**src/rtl/led_arb_pkg.sv**
```systemverilog
// Shared types for the LED arbiter.
// State encoding and widths used by led_arbiter and rr_picker.
package led_arb_pkg;

    localparam int STATE_W = 2;

    typedef enum logic [STATE_W-1:0] {
        IDLE  = 2'd0,
        GRANT = 2'd1,
        GAP   = 2'd2
    } led_arb_state_t;

endpackage

```
**src/rtl/led_arbiter_rr_picker.sv**
```systemverilog
// Round-robin winner selection for the LED arbiter.
// Search begins just after the last owner and wraps around.
module rr_picker
    import led_arb_pkg::*;
#(
    parameter int NUM_REQ = 4,
    parameter int IW      = $clog2(NUM_REQ)
) (
    input  logic [NUM_REQ-1:0] req,
    input  logic [IW-1:0]      last,
    output logic [NUM_REQ-1:0] win,
    output logic               valid
);

    logic [IW-1:0] idx;

    // first set request after the last owner wins
    always_comb begin
        win   = '0;
        valid = 1'b0;
        idx   = '0;
        for (int i = 1; i <= NUM_REQ; i++) begin
            idx = IW'((32'(last) + i) % NUM_REQ);
            if (!valid && req[idx]) begin
                win[idx] = 1'b1;
                valid    = 1'b1;
            end
        end
    end

endmodule

```
**src/rtl/led_arbiter.sv**
```systemverilog
// Round-robin owner of the board LED with hold and timeout tenure.
// Optional LED_ARB_SWITCH_OVERRIDE_EN adds a synchronized force-on switch.
module led_arbiter
    import led_arb_pkg::*;
#(
    parameter int NUM_REQ     = 4,
    parameter int HOLD_CYCLES = 1000,
    parameter int MAX_CYCLES  = 100000
) (
    input  logic               clk,
    input  logic               rst_n,
`ifdef LED_ARB_SWITCH_OVERRIDE_EN
    input  logic               switch,
`endif
    input  logic [NUM_REQ-1:0] req,
    input  logic [NUM_REQ-1:0] led_val,
    output logic [NUM_REQ-1:0] grant,
    output logic               led,
    output logic               busy
);

    localparam int IW = $clog2(NUM_REQ);
    localparam int CW = $clog2(MAX_CYCLES + 1);

    localparam logic [CW-1:0] HOLD_C = CW'(HOLD_CYCLES);
    localparam logic [CW-1:0] MAX_C  = CW'(MAX_CYCLES);
    localparam logic [CW-1:0] ONE_C  = CW'(1);
    localparam logic [IW-1:0] LAST_R = IW'(NUM_REQ - 1);

    led_arb_state_t     state_q, state_d;
    logic [IW-1:0]      last_q, last_d;
    logic [CW-1:0]      cnt_q, cnt_d;
    logic [NUM_REQ-1:0] grant_q, grant_d;
    logic               led_q, led_d;

    logic [NUM_REQ-1:0] win;
    logic               win_valid;
    logic [IW-1:0]      win_idx;
    logic               release_now;
    logic               arb_led;
    logic               ovr;

    rr_picker #(
        .NUM_REQ (NUM_REQ),
        .IW      (IW)
    ) u_picker (
        .req   (req),
        .last  (last_q),
        .win   (win),
        .valid (win_valid)
    );

`ifdef LED_ARB_SWITCH_OVERRIDE_EN
    logic [1:0] sync_q, sync_d;

    // two-flop synchronizer for the asynchronous switch
    always_comb begin
        sync_d = {sync_q[0], switch};
        ovr    = sync_q[1];
    end

    // synchronizer registers
    always_ff @(posedge clk or negedge rst_n) begin
        if (!rst_n) begin
            sync_q <= '0;
        end else begin
            sync_q <= sync_d;
        end
    end
`else
    assign ovr = 1'b0;
`endif

    // one-hot winner to owner index
    always_comb begin
        win_idx = '0;
        for (int i = 0; i < NUM_REQ; i++) begin
            if (win[i]) begin
                win_idx = IW'(i);
            end
        end
    end

    // tenure ends after hold with request gone, or at the hard limit
    always_comb begin
        release_now = (cnt_q >= HOLD_C && !req[last_q]) ||
                      (cnt_q == MAX_C);
    end

    // next-state, tenure counter, grant and LED level
    always_comb begin
        state_d = state_q;
        last_d  = last_q;
        cnt_d   = cnt_q;
        grant_d = grant_q;
        arb_led = 1'b0;
        unique case (state_q)
            IDLE, GAP: begin
                state_d = IDLE;
                cnt_d   = '0;
                grant_d = '0;
                if (win_valid) begin
                    state_d = GRANT;
                    last_d  = win_idx;
                    cnt_d   = ONE_C;
                    grant_d = win;
                end
            end
            GRANT: begin
                if (release_now) begin
                    state_d = GAP;
                    cnt_d   = '0;
                    grant_d = '0;
                end else begin
                    cnt_d   = cnt_q + ONE_C;
                    arb_led = led_val[last_q];
                end
            end
            default: begin
                state_d = IDLE;
                cnt_d   = '0;
                grant_d = '0;
            end
        endcase
        led_d = arb_led | ovr;
    end

    // state and datapath registers
    always_ff @(posedge clk or negedge rst_n) begin
        if (!rst_n) begin
            state_q <= IDLE;
            last_q  <= LAST_R;
            cnt_q   <= '0;
            grant_q <= '0;
            led_q   <= 1'b0;
        end else begin
            state_q <= state_d;
            last_q  <= last_d;
            cnt_q   <= cnt_d;
            grant_q <= grant_d;
            led_q   <= led_d;
        end
    end

    assign grant = grant_q;
    assign led   = led_q;
    assign busy  = (state_q == GRANT);

endmodule

```
**config.mk**
```make
export PLATFORM = sky130hd
export DESIGN_NAME = led_arbiter
export DESIGN_NICKNAME = d
export VERILOG_FILES = /design/src/rtl/led_arb_pkg.sv /design/src/rtl/led_arbiter_rr_picker.sv /design/src/rtl/led_arbiter.sv
export SDC_FILE = /design/constraint.sdc
export NUM_CORES = 1
export LEC_CHECK = 0
export ABC_AREA = 1
export CORE_MARGIN = 5
export CORE_UTILIZATION = 35
export DETAILED_ROUTE_END_ITERATION = 10
export HOLD_SLACK_MARGIN = 0.06
export PLACE_DENSITY = 0.57
export SLEW_MARGIN = 15
export SYNTH_ARGS = -nofsm -noshare
export SYNTH_HDL_FRONTEND = slang
export SYNTH_SLANG_ARGS = --single-unit
export TNS_END_PERCENT = 5
```
**constraint.sdc**
```tcl
create_clock -name clk -period 2.71 [get_ports clk]
set_clock_uncertainty 0.2 [all_clocks]
set_input_delay 0.542 -clock clk [delete_from_list [all_inputs] [get_ports clk]]
set_output_delay 0.542 -clock clk [all_outputs]
set_load 0.005 [all_outputs]
```
# After elaboration in Yosys (flattened, before gate mapping)
# Index checks and enable logic that the tools add are counted.
# word_totals
register_bits	26
latchBits	0
mem_bits_rw	0
rom_bits	0
in_bits	10
out_inout_bits	6
wordCells	85
n_memories	0
# op_classes
n_addsub	5
mul	0
n_div	0
magnitude_cmp	10
n_eq_ne	4
shifts	0
n_mux	42
bitwise_logic	3
reduce_logical	16
# op_table
operator	count
$pmux W17 S2	1
$mux W4	6
$mux W1	19
$add A17 B1 Y17 const B	1
$eq A17 B17 Y1 const B	1
$ge A17 B10 Y1 const B	1
$mux W17	1
$lt A2 B3 Y1 const B	5
$bmux W1 S2	6
$or A4 B4 Y4	3
$demux W1 S2	4
$ge A2 B1 Y1 const B	4
$logic_and A1 B1 Y1	8
$pmux W4 S2	1
$mux W2	3
$add A2 B1 Y2 const B	2
$add A2 B2 Y2 const B	2
$logic_not A1 Y1	4
$pmux W2 S2	1
$eq A2 B1 Y1 const B	1
$eq A2 B2 Y1 const B	1
$logic_not A2 Y1	1
$ne A2 B1 Y1 const B	1
$reduce_and A2 Y1	1
2 further kinds	2

# Logic depth before layout (Yosys ltp)
# Gate-level depths: netlist (run 1).
# depth
depth_word	16
ltp_mapped	15
ltp_nobuf	13

# By module
# Synthesis (run 1) repeated with hierarchy kept, for this count alone.
# unflattened
cells_unflattened	269
area_unflattened_um2	1881.8
# by_module_without_submodules
module	instances	cells_each	area_each_um2	seq_area_each_um2
led_arbiter	1	189	1430.1	653.1
rr_picker	1	80	451.7	0.0

# Worst setup path before layout (run 1)
# No wires, ideal clock.
# synth_path
kind	register to register
start	register last_q[0]
end	register last_q[0]
setup_ps	60
t_arrival_ps	2030
required_time_ps	2450
slack_ps	419
path_stages_with_launch	14
n_path_buf	2
synth_period_minus_slack_ps	2291
path_cell_list	dfstp_2 > buf_6 > inv_2 > buf_6 > ha_1 > inv_1 > nand3_2 > nand2_4 > nand2_4 > nor2_4 > nand3_1 > nand2_1 > nand3_1 > nand2_1
# synth_between
elab_chain_len	16
word_cells_on_any_way	53
cone_classes	add/sub: 4; order compare: 8; mux: 27; bitwise: 3; reduce/logical: 11
# synth_lines
element	line_no	rtl
start: declaration	led_arbiter.sv:31	logic [IW-1:0] last_q, last_d;
start signal: assignment	led_arbiter.sv:138	last_q <= last_d;
branches (longest 16 deep; another with $lt A2 B3 Y1)	--	
# Several ways; the timed one is not identified. The select of a mux whose other input is x is not followed.
# A chain may end at the register's enable or synchronous reset.

# Final worst setup path (run 1)
# layout_path
start	register last_q[1]
end	register last_q[1]
# layout_between
elab_chain_len	15
word_cells_on_any_way	52
cone_classes	add/sub: 4; order compare: 8; mux: 26; bitwise: 3; reduce/logical: 11
# layout_lines
element
branches (longest 15 deep; another with $lt A2 B3 Y1)
# Several ways; the timed one is not identified. The select of a mux whose other input is x is not followed.

==> results of run 1 <==
==> worst register-to-register path, delay by kind of cell, from the launching register on <==
kind	cells	cell delay (ns)
adders and majority gates	1	0.42
buffers and inverters	2	0.28
DFF	1	0.64
and+or+nand+nor	10	0.83
==> state kept, by name, indices dropped and copies added, names as in the netlist <==
name / cells
state_q: 2
last_q: 2
led: 1
cnt_q: 17
grant: 4
==> cell usage after synthesis <==
library cell / instances
clkinv_1: 2
nor2_4: 2
ha_1: 10
or2_0: 1
nand3_2: 2
nand4_1: 5
nor3_1: 10
nand3_1: 30
nand2_2: 6
a21oi_1: 6
nor4_1: 3
nand3_4: 1
a21oi_2: 1
nand2_4: 5
nor2_2: 11
xor2_1: 5
nand2_1: 55
dfstp_2: 2
o21ai_0: 5
inv_1: 27
xnor2_1: 1
o21ai_1: 4
nor2_1: 25
dfrtp_1: 24
buf_6: 3
inv_2: 4
==> routing by layer <==
layer	vias to the layer above	track usage
met3	2	0.0195
met1	723	0.182
met2	26	0.188
met5	-	0
li1	834	-
met4	0	0.0245
==> power breakdown <==
group	switching (W)	total [W]	internal, W
Clock	0.000121	0.000251	0.000130
Sequential	0.0000684	0.000547	0.000478
Combinational	0.000747	0.00115	0.000406
Total	0.000937	0.00195	0.00101
==> stage by stage <==
stage	cells	utilization	instance area [um2]	setup WS (ns)
2_1_floorplan	250	-	1850	0.419
3_3_place_gp	335	0.407	2080	0.333
3_5_place_dp	335	0.407	2080	0.302
4_1_cts	339	0.418	2130	0.286
5_1_grt	339	0.418	2130	0.0717
6_report	339	0.418	2130	0.281
==> cell families after synthesis <==
group / count (synthesis)
compound gates: 16
buf+inv: 36
fa+ha+maj: 10
flops: 26
xor+xnor: 6
simple gates: 156
==> path summary, 6_finish.rpt <==
path,endpoint,slack [ns]
max in group asynchronous,last_q[0]$_DFFE_PN1N_,1.57
hold / removal,grant[2]$_DFFE_PN0P_,0.29
setup reg to reg,last_q[1]$_DFFE_PN1N_,0.28
min in group asynchronous,cnt_q[6]$_DFF_PN0_,0.44
hold reg to reg,grant[2]$_DFFE_PN0P_,0.29
setup / recovery,last_q[1]$_DFFE_PN1N_,0.28
==> layout make-up <==
| class | instances | area [um2] |
|---|---|---|
| tap | 70 | 87.6 |
| multi-input combinational | 188 | 1040 |
| sequential | 26 | 653 |
| fill | 549 | 2970 |
| inverter | 33 | 124 |
| timing repair buffer | 18 | 173 |
| clock buffer | 4 | 55.1 |
==> run_results.csv, run 1 <==
group,metric,value,unit
run_status,status,"complete, no violations",
synthesis,synth_top_cell_by_area,"dfrtp_1",
sta,finalSetupViolCount,0,
clocking,hold_buffers,0,
floorplanning,die_h,82.7,um
synthesis,synth_top_family_by_area,"simple AND/OR/NAND/NOR gates",
worst_setup_path,crit_buf_inv,2,
synthesis,synth_fa_ha_area_frac,0.0676,
final_layout,final_cell_mix,"nand2_1, nand3_1, inv_1",
drt,drt-total-wl,3.81,mm
synthesis,syn_area_per_cell,7.41,um2
final_layout,final_common_cell,"nand2_1",
worst_setup_path,reg2reg_from,"last_q[1]$_DFFE_PN1N_",
floorplanning,core_area,5110,um2
global_route,grt.overflow.total,0,
worst_setup_path,crit_path_max_incr_delay,0.64,ns
sta,setup_tns,0,ns
clocking,clkLatencyLatePin,0.27,ns
synthesis,ys_ff_latch,26,
worst_setup_path,reg2reg_depth,13,
placement,hpwl,2.96,mm
clocking,tritoncts,"done",
synthesis,synthMuxAreaShare,0,
drt,routed-wl-met3,112,um
final_layout,finalNetCount,290,
worst_hold_path,min_path_cells,1,
job,max-cap-violations,0,
drt,drtIter0Drc,78,
clocking,clock_sinks,26,
worst_setup_path,critPathSlowestCell,"dfstp_2",
placement,gp_congestion,0.841,
clocking,clkTransAtPathRegs,0.09,ns
pwr,powerDensity,914,nW/um2
placement,port_buffers,15,
synthesis,synth_area_leaders,"dfrtp_1, nand2_1, nand3_1",
synthesis,ys_seq_area_frac,0.353,
clocking,postCtsResizedCells,0,
sta,whs,0.294,ns
worst_setup_path,critical_path.top_delay_family,"simple AND/OR/NAND/NOR gates",
synthesis,synth_compound_area_frac,0.0453,
worst_setup_path,crit_fanout,10,
synthesis,syn_inst,250,
sta,maxSlewViolCount,0,
floorplanning,die_area,6850,um2
worst_setup_path,crit_type,"reg -> reg",
worst_setup_path,cp_num_cells,13,
drt,ant_nets,0,
worst_hold_path,holdCritPathClass,"reg -> reg",
floorplanning,pin_count,16,
global_route,grt_max_degree,27,
final_layout,diodes,0,
clocking,cts_buffers,3,
global_route,grt_pass1_wl,6.58,mm
final_layout,area_growth,15.2,%
synthesis,yosysTopAreaCellShare,0.324,
drt,dr_wl_met2,1.59,mm
drt,vias_per_cell,4.68,
pwr,p_total,0.00195,W
drt,routedWlPerCell,11.2,um
floorplanning,rows,26,
sta,period_needed,2.43,ns
sta,final_hold_viol_count,0,
worst_setup_path,crit_start,"last_q[1]$_DFFE_PN1N_",
final_layout,drive_above_1_share,0.152,
sta,timing.fmax,412,MHz
clocking,ctsHtreeMaxLevel,1,
worst_setup_path,cp.required,2.72,ns
worst_setup_path,start_kind,"register",
floorplanning,die_w,82.7,um
sta,slew_headroom,0.762,
synthesis,synth-simple-area-share,0.421,
synthesis,syn_area,1850,um2
floorplanning,start_util,0.363,
drt,first_pass_iters,5,
worst_setup_path,crit_path_frequent_cell,"nand2_1",
global_route,grt_use_total,0.123,
drt,drt-met1-wl,2.08,mm
sta,rsz0062_at_grt,"no",
worst_setup_path,critPathCaptureType,"register",
synthesis,synth_xor_area_frac,0.0284,
synthesis,postSynthNetCount,270,
sta,worst_pin_slew,0.353,ns
worst_hold_path,worstHoldStart,"state_q[0]$_DFFE_PN0P_",
sta,min_period_over_period,0.896,
clocking,cts_root_buf,"clkbuf_8",
pwr,vdd_ir_drop_max,0.000365,V
drt,vias,1585,
worst_setup_path,critPathArrivalTime,2.44,ns
clocking,cts_buffer_depth,2,
drt,drc,0,
synthesis,yosys_warnings,0,
pwr,p_leak,0.989,nW
global_route,grt_pass1_vias,1483,
synthesis,ys_types,26,
clocking,post_cts_buffers,0,
drt,top_layer,"met4",
worst_setup_path,crit_chain,"inv_1 > ha_1 > inv_1 > nand3_2 > nand2_4 > nand2_4 > nor2_4 > nand2_1 > nand2_1 > nor2_1 > nand2_1 > nand2_1 > nand2_1",
global_route,antenna_found_initial,0,
Note: power is estimated with default switching activity, not from simulation.
==> run 2: changes to the inputs <==
--- a/config.mk
+++ b/config.mk
@@ -6,6 +6,7 @@
 export NUM_CORES = 1
 export LEC_CHECK = 0
 export ABC_AREA = 1
+export CAP_MARGIN = 20
 export CORE_MARGIN = 5
 export CORE_UTILIZATION = 35
 export DETAILED_ROUTE_END_ITERATION = 10
==> results of run 2 <==
Final layout, timing and power as in run 1 (identical DEF).
